$ cat config.mk
export PLATFORM = sky130hd
export DESIGN_NAME = wb_shared_bus
export DESIGN_NICKNAME = d
export VERILOG_FILES = /design/src/rtl/wb_shared_bus.sv
export SDC_FILE = /design/constraint.sdc
export NUM_CORES = 1
export LEC_CHECK = 0
export BUFFER_PORTS_ARGS = -buffer_cell sky130_fd_sc_hd__buf_4
export CAP_MARGIN = 20
export CORE_AREA = 3 3 154 156
export CTS_CLUSTER_SIZE = 12
export DETAILED_ROUTE_END_ITERATION = 12
export DIE_AREA = 0 0 157 159
export PLACE_DENSITY_LB_ADDON = 0.3
export SYNTH_ARGS = -nofsm -noshare
export SYNTH_HDL_FRONTEND = slang
export SYNTH_SLANG_ARGS = --single-unit
export TNS_END_PERCENT = 10
$ cat constraint.sdc
create_clock -name clk -period 3.58 [get_ports clk]
set_input_delay 0.358 -clock clk [delete_from_list [all_inputs] [get_ports clk]]
set_output_delay 0.358 -clock clk [all_outputs]
set_load 0.1 [all_outputs]
$ cat src/rtl/wb_shared_bus.sv
// Shared Wishbone bus: NM masters arbitrated round-robin onto NS slaves that are decoded from
// the top address bits. A watchdog ends transfers that stall for too long.
module wb_shared_bus #(
    parameter int NM        = 2,
    parameter int NS        = 4,
    parameter int AW        = 32,
    parameter int DW        = 32,
    parameter int SEL_BITS  = 4,
    parameter int TO_CYCLES = 255
) (
    input  logic                 clk,
    input  logic                 rst,
    input  logic [NM-1:0]        m_cyc_i,
    input  logic [NM-1:0]        m_stb_i,
    input  logic [NM-1:0]        m_we_i,
    input  logic [NM*AW-1:0]     m_adr_i,
    input  logic [NM*DW-1:0]     m_dat_i,
    input  logic [NM*DW/8-1:0]   m_sel_i,
    output logic [DW-1:0]        m_dat_o,
    output logic [NM-1:0]        m_ack_o,
    output logic [NM-1:0]        m_err_o,
    output logic [NM-1:0]        m_rty_o,
    output logic [NS-1:0]        s_cyc_o,
    output logic [NS-1:0]        s_stb_o,
    output logic [AW-1:0]        s_adr_o,
    output logic [DW-1:0]        s_dat_o,
    output logic [DW/8-1:0]      s_sel_o,
    output logic                 s_we_o,
    input  logic [NS*DW-1:0]     s_dat_i,
    input  logic [NS-1:0]        s_ack_i,
    input  logic [NS-1:0]        s_err_i,
    input  logic [NS-1:0]        s_rty_i,
    output logic [NM-1:0]        gnt_o,
    output logic                 to_o,
    output logic                 dbg_busy
);

    localparam int OW = (NM > 1) ? $clog2(NM) : 1;
    localparam int SW = DW / 8;
    localparam logic [15:0] TO_LIMIT = 16'(TO_CYCLES);

    typedef enum logic [0:0] {IDLE = 1'b0, BUSY = 1'b1} state_t;

    // Handshake: a master requests with cyc&stb; the transfer ends in the cycle where the
    // owner sees ack, err or rty. The owner holds the bus until it drops cyc.

    state_t          state_q, state_d;
    logic [OW-1:0]   owner_q, owner_d;
    logic [OW-1:0]   last_q, last_d;
    logic [NM-1:0]   gnt_d;
    logic [15:0]     wd_q, wd_d;

    logic            busy;
    logic            own_cyc, own_stb, own_we, own_req;
    logic [AW-1:0]   own_adr;
    logic [DW-1:0]   own_dat;
    logic [SW-1:0]   own_sel;
    logic [SEL_BITS-1:0] dec;
    logic [NS-1:0]   hit_vec;
    logic            valid;
    logic            sl_ack, sl_err, sl_rty;
    logic [DW-1:0]   sl_dat;
    logic            slave_term, unmapped, wd_hit;
    logic [NM-1:0]   req;
    logic [OW-1:0]   pick;
    logic            found;

    assign busy     = (state_q == BUSY);
    assign dbg_busy = busy;

    // Owner's slice of the flattened master buses
    always_comb begin
        own_cyc = 1'b0;
        own_stb = 1'b0;
        own_we  = 1'b0;
        own_adr = '0;
        own_dat = '0;
        own_sel = '0;
        for (int k = 0; k < NM; k++) begin
            if (owner_q == OW'(k)) begin
                own_cyc = m_cyc_i[k];
                own_stb = m_stb_i[k];
                own_we  = m_we_i[k];
                own_adr = m_adr_i[k*AW +: AW];
                own_dat = m_dat_i[k*DW +: DW];
                own_sel = m_sel_i[k*SW +: SW];
            end
        end
    end

    assign own_req = busy && own_cyc && own_stb;
    assign dec     = own_adr[AW-1 -: SEL_BITS];

    always_comb begin
        hit_vec = '0;
        sl_ack  = 1'b0;
        sl_err  = 1'b0;
        sl_rty  = 1'b0;
        sl_dat  = '0;
        for (int i = 0; i < NS; i++) begin
            if (dec == SEL_BITS'(i)) begin
                hit_vec[i] = 1'b1;
                sl_ack     = s_ack_i[i];
                sl_err     = s_err_i[i];
                sl_rty     = s_rty_i[i];
                sl_dat     = s_dat_i[i*DW +: DW];
            end
        end
    end

    assign valid      = |hit_vec;
    assign slave_term = own_req && valid && (sl_ack || sl_err || sl_rty);
    assign unmapped   = own_req && !valid;
    // A genuine slave termination in the limit cycle wins over the timeout
    assign wd_hit     = own_req && valid && (wd_q == TO_LIMIT) && !slave_term;

    always_comb begin
        s_cyc_o = own_req ? hit_vec : '0;
        s_stb_o = (own_req && !wd_hit) ? hit_vec : '0;
        s_adr_o = busy ? own_adr : '0;
        s_dat_o = busy ? own_dat : '0;
        s_sel_o = busy ? own_sel : '0;
        s_we_o  = busy && own_we;
        m_dat_o = (busy && valid) ? sl_dat : '0;
        to_o    = wd_hit;
        m_ack_o = '0;
        m_err_o = '0;
        m_rty_o = '0;
        for (int k = 0; k < NM; k++) begin
            if (busy && owner_q == OW'(k)) begin
                m_ack_o[k] = valid && sl_ack;
                m_err_o[k] = (valid && sl_err) || unmapped || wd_hit;
                m_rty_o[k] = valid && sl_rty;
            end
        end
    end

    // Round-robin search starting just after the previous owner
    always_comb begin
        req   = m_cyc_i & m_stb_i;
        pick  = last_q;
        found = 1'b0;
        for (int j = 1; j <= NM; j++) begin
            if (!found && req[(int'(last_q) + j) % NM]) begin
                found = 1'b1;
                pick  = OW'((int'(last_q) + j) % NM);
            end
        end
    end

    always_comb begin
        state_d = state_q;
        owner_d = owner_q;
        last_d  = last_q;
        gnt_d   = gnt_o;
        wd_d    = wd_q;
        case (state_q)
            IDLE: begin
                wd_d = '0;
                if (found) begin
                    state_d = BUSY;
                    owner_d = pick;
                    last_d  = pick;
                    gnt_d   = '0;
                    for (int k = 0; k < NM; k++) begin
                        if (pick == OW'(k)) gnt_d[k] = 1'b1;
                    end
                end
            end
            BUSY: begin
                if (!own_cyc) begin
                    state_d = IDLE;
                    gnt_d   = '0;
                    wd_d    = '0;
                end else if (slave_term || unmapped || wd_hit) begin
                    wd_d = '0;
                end else if (own_req) begin
                    wd_d = wd_q + 16'd1;
                end
            end
            default: begin
                state_d = IDLE;
                gnt_d   = '0;
                wd_d    = '0;
            end
        endcase
    end

    always_ff @(posedge clk) begin
        if (!rst) begin
            state_q <= IDLE;
            owner_q <= '0;
            last_q  <= OW'(NM - 1);
            gnt_o   <= '0;
            wd_q    <= '0;
        end else begin
            state_q <= state_d;
            owner_q <= owner_d;
            last_q  <= last_d;
            gnt_o   <= gnt_d;
            wd_q    <= wd_d;
        end
    end

endmodule

==> results of run 1 <==
==> cell usage in the layout, fill, tap and decap left out, drive strengths merged, types with 6 or more instances in the layout <==
cell / netlist / routed
inv: 6 / 6
dfxtp: 21 / 21
nor2: 20 / 20
nor2b: 70 / 70
a21oi: 19 / 19
a31oi: 24 / 24
nand2: 56 / 56
nand3: 10 / 10
mux2i: 86 / 86
o221ai: 13 / 13
and2: 8 / 8
nor3: 8 / 8
and3: 9 / 9
a21o: 6 / 6
o221a: 18 / 18
buf: 15 / 414
o21ai: 14 / 14
==> metrics by stage <==
| step | hold WS (ns) | setup WS (ns) | instances |
|---|---|---|---|
| 3_5_place_dp | 0.4625 | 0.4951 | 1129 |
| 3_3_place_gp | 0.4639 | 0.5573 | 1128 |
| 4_1_cts | 0.3486 | 0.2111 | 1133 |
| 2_1_floorplan | 0.4493 | -0.3880 | 468 |
| 5_1_grt | 0.3691 | 0.08996 | 1133 |
| 6_report | 0.3562 | 0.3207 | 1133 |
==> cells by family (layout without fill, tap and decap cells) <==
| kind of cell | count (synthesis) | after routing | synth area share |
|---|---|---|---|
| compound gates | 106 | 106 | 0.2251 |
| simple gates | 203 | 203 | 0.3123 |
| xor+xnor | 2 | 2 | 0.005003 |
| mux | 91 | 91 | 0.2772 |
| buf+inv | 44 | 424 | 0.05680 |
| flops | 21 | 21 | 0.1200 |
| fa+ha+maj | 1 | 1 | 0.003572 |
==> where the power goes <==
group          switching, mW  internal, mW
registers             0.0119         0.238
clock network         0.0910         0.150
logic                  0.715         0.402
==> registers in the layout, indices dropped and copies added, names as in the netlist <==
register / flops
gnt_o: 2
owner_q: 1
last_q: 1
dbg_busy: 1
wd_q: 16
==> worst max path at each step <==
stage / endpoint / slack [ns] / cells after the start
floorplan: s_stb_o[2] / -0.39 / 3
global placement: m_dat_o[3] / 0.56 / 6
detailed placement: m_dat_o[18] / 0.50 / 6
CTS: m_dat_o[18] / 0.21 / 5
global route: m_dat_o[18] / 0.09 / 5
finish: m_dat_o[18] / 0.32 / 5
==> critical path, cell delays in order, from the launching register on <==
cell and delay (ns):
dfxtp_4 0.43, o32ai_2 0.59, nand3_1 0.65, buf_4 0.43, o221a_2 0.29, buf_4 0.23
==> layout make-up <==
type / count / area [um2] / area share
clock buffer: 3 / 75.07 / 0.01088
clock inverter: 1 / 5.005 / 0.0007256
multi-input combinational: 403 / 2905 / 0.4212
timing repair buffer: 414 / 3108 / 0.4506
inverter: 6 / 22.52 / 0.003265
sequential: 21 / 425.4 / 0.06167
tap: 285 / 356.6 / 0.05170
==> layer usage <==
layer | routed length (um) | track usage
met4 | 261 | 0.02228
met3 | 1492 | 0.01984
met1 | 8744 | 0.1997
met2 | 10920 | 0.2822
met5 | 0 | 0
==> impl_metrics.tcl, run 1 <==
set metrics [dict create \
    worst_setup_path_end_kind "output pin" \
    dpl-instance-area_um2 6818 \
    fin_crit_ns 3.259 \
    cts_resized 0 \
    clock-sinks 21 \
    pin_count 403 \
    ys_types 52 \
    synth_nets 753 \
    rsz0062_at_grt "no" \
    rows 55 \
    clock_latency_ns 0.26 \
    cp.arrival_ns 2.90 \
    p_per_area_nw_per_um2 233.1 \
    yosysMostFrequentCell "mux2i_1" \
    setup_viol 0 \
    p_leak_nw 3.297 \
    post-route-util 0.3065 \
    startpoint_type "register" \
    areaGrowthSynthToFinish_pct 96.96 \
    seq_area_frac_synth 0.1200 \
    cts.clk_slew.worst_paths_ns 0.06 \
    fill_cells 2497 \
    hold_end "dbg_busy" \
    yosys.area.top_type "mux2i_1" \
    worst_hold_path_type "in2reg" \
    grt_max_degree 68 \
    status "completed" \
    grt_pass1_vias 4958 \
    grt_pass1_wl_um 30630 \
    die_width_um 157 \
    netlist_top_cells_count "mux2i_1 (84), nor2b_1 (70), nand2_1 (56)" \
    synth.top_cell.area_share 0.2401 \
    antenna_cells 0 \
    layout-drive-gt1-share 0.5318 \
    rr_endpoint "wd_q[3]" \
    fin_setup_tns_ns 0 \
    final_max_slew_viol_count 0 \
    routed_wirelength_um 21420 \
    skew_ns 0.003865 \
    worstPathRequired_ns 3.22 \
    drtIter0Drc 331 \
    rr_startpoint "owner_q" \
    slew_headroom 0.5240 \
    cts.htree.levels 1 \
    vdd_ir_drop_max_mv 0.1266 \
    drtAntennaViolNets 0 \
    yosys_register_bits 21 \
    async_reset_ff_frac 0 \
    avgSynthCellArea_um2 7.483 \
    num_vias 5067 \
    design_area_um2 6898 \
    clockBufferDepth 2 \
    post-route-period-util 0.9104 \
    viasPerCell 4.472 \
    hpwl_um 18200 \
    drc 0 \
    grt_overflow 0 \
    syn_area_um2 3502 \
    ys_top_cells_by_area "mux2i_1 (24%), nor2b_1 (13%), dfxtp_1 (12%), nand2_1 (6.0%), o221a_2 (5.8%)" \
    maxCapViolCount 0 \
    io_buffers 402 \
    die_h_um 159 \
    r2r_slack_ns 1.02 \
    ff2ff_path_depth 5 \
    start_util 0.1556 \
    layout.nets 1134 \
    die_area_um2 24960 \
    crit_type "reg2out" \
    core_um2 22500 \
    yosysWarningCount 0 \
    clockRootBuffer "clkbuf_16" \
    hold_path_startpoint "rst" \
    ctsHoldBuffers 0 \
    numCtsBuffers 3 \
    gr-usage-all-layers 0.1558 \
    synthCells 468 \
    wl_per_cell_um 18.90 \
    cts_tree "done" \
    gp_congestion 0.8988 \
    cts_setup_buffers 0 \
    tightest_slew_ns 0.7140 \
    final_hold_viol_count 0 \
    synth_edf_count 0 \
    firstDrtPassIters 4 \
    max_freq_mhz 306.8 \
    critPathMaxFanout 18 \
    startpoint "owner_q" \
    total_power_mw 1.608 \
    synth_flop_cell "dfxtp_1" \
    holdPathStages 2 \
    antenna_found_initial 0 \
]
Power figures use the tool's default switching activity.
==> run 2, diff against run 1 <==
- CORE_AREA: 3 3 154 156 -> 3 3 156 158
- CTS_BUF_LIST: not set -> sky130_fd_sc_hd__clkbuf_16
- DIE_AREA: 0 0 157 159 -> 0 0 159 161
- clock period: 3.58 -> 3.7 ns (I/O delays scaled with it)
==> impl_metrics.tcl, run 2 (same netlist as run 1, synthesis figures left out) <==
set metrics [dict create \
    status "completed" \
    slew_headroom 0.5152 \
    p_leak_nw 3.296 \
    areaGrowthSynthToFinish_pct 98.32 \
    core_um2 23260 \
    setup_ws_ns 0.6122 \
    num_vias 5077 \
    clock_latency_ns 0.25 \
    pin_count 403 \
    max_stage_delay_ns 0.58 \
    hpwl_um 17930 \
    numCtsBuffers 3 \
    critPathMaxFanout 19 \
    startpoint_type "register" \
    cp.arrival_ns 2.72 \
    start_util 0.1505 \
    grt_max_degree 71 \
    clock-sinks 21 \
    dp_slack_ns 0.8140 \
    worstPathRequired_ns 3.33 \
    cts_tree "done" \
    io_buffers 402 \
    drtIter0Drc 328 \
    grt_pass1_wl_um 31150 \
    fin_crit_ns 3.088 \
    wl_per_cell_um 18.43 \
    rsz0062_at_grt "no" \
    tightest_slew_ns 0.7254 \
    gp_congestion 0.8277 \
    ctsHoldBuffers 0 \
    die_width_um 159 \
    clockRootBuffer "clkbuf_16" \
    grt_pass1_vias 4959 \
    routed_wirelength_um 21490 \
    final_max_slew_viol_count 0 \
    layout.nets 1133 \
    cts_resized 0 \
    final_hold_viol_count 0 \
    layout-drive-gt1-share 0.5313 \
    setup_viol 0 \
    p_per_area_nw_per_um2 223.4 \
    max_freq_mhz 323.9 \
    hold_slack_ns 0.3592 \
    dpl-instance-area_um2 6865 \
    viasPerCell 4.354 \
    final_cell_mix "buf_4 (412), mux2i_1 (84), nor2b_1 (70), nand2_1 (56), a31oi_1 (24)" \
    worst_hold_path_type "in2reg" \
    crit_path_cell_trace "o32ai_2 -> nand2_1 -> a31oi_1 -> o221a_2 -> buf_4" \
    cts.clk_slew.worst_paths_ns 0.06 \
    largest_register_ffs 16 \
    post-route-util 0.2986 \
    cts.htree.levels 1 \
    grt_overflow 0 \
    vdd_ir_drop_max_mv 0.1111 \
    maxCapViolCount 0 \
    top_register "wd_q" \
    path_delay_family "compound AO/OA/AOI/OAI gates" \
    layout_commonest_cell "buf_4" \
    crit_type "reg2out" \
    die_area_um2 25600 \
    fill_cells 2589 \
    design_area_um2 6945 \
    largestRegisters "wd_q (16), gnt_o (2)" \
    cp_slowest_cell "nand2_1" \
    rows 56 \
    post-route-period-util 0.8345 \
    clockBufferDepth 2 \
    firstDrtPassIters 4 \
    final_cell_count_no_fill 1166 \
    antenna_cells 0 \
    gr-usage-all-layers 0.1527 \
    die_h_um 161 \
    drc 0 \
    skew_ns 0.004176 \
    drtAntennaViolNets 0 \
    dpl.cell_count 1162 \
    antenna_found_initial 1 \
    cp_num_buf_inv 1 \
    worst_setup_path_end_kind "output pin" \
    cts_setup_buffers 0 \
]
## run 2: cell count changes in the layout (fill, tap and decap cells not counted), sizes merged
cell,previous run,this run
buf,414,413
## run 2: power by group
| group | switching, mW | internal [mW] | total [mW] |
|---|---|---|---|
| Combinational | 0.693 | 0.391 | 1.08 |
| Sequential | 0.00686 | 0.230 | 0.237 |
| Clock | 0.0851 | 0.145 | 0.230 |
## run 2: worst register-to-register path, stage by stage, from the launching register on
cell and delay (ns):
dfxtp_1 0.35, ha_1 0.25, nand4_1 0.15, nor3_1 0.11, a21oi_1 0.44, nand4b_4 0.37, or3_1 0.43, o21ai_0 0.07
## run 2: cell type report
cell class / count / area [um2] / share of cell area
clock buffer: 3 / 75.07 / 0.01081
clock inverter: 1 / 5.005 / 0.0007206
inverter: 6 / 22.52 / 0.003243
multi-input combinational: 403 / 2905 / 0.4183
sequential: 21 / 425.4 / 0.06125
tap: 319 / 399.1 / 0.05747
timing repair buffer: 413 / 3113 / 0.4482
## run 2: stage by stage
step	setup TNS, ns	total power [mW]
global placement	0	1.330
CTS	0	1.568
finish	0	1.552
detailed placement	0	1.334
floorplan	-1.242	0.9318
global route	0	1.621
## run 2: final timing paths
check	slack [ns]	to	depth (start not counted)	from
setup / recovery	0.61	m_dat_o[2]	5	owner_q
setup reg to reg	1.46	wd_q[15]	7	wd_q[0]
hold reg to reg	0.48	gnt_o[1]	2	gnt_o[1]
hold / removal	0.36	last_q	2	rst
## run 2: per-layer routing
layer | up-vias | global-route usage | wire (um)
met5 | - | 0 | 16
met4 | 2 | 0.02069 | 249
met3 | 24 | 0.02693 | 1140
met2 | 198 | 0.2762 | 11060
met1 | 2363 | 0.1948 | 9019
li1 | 2490 | - | -
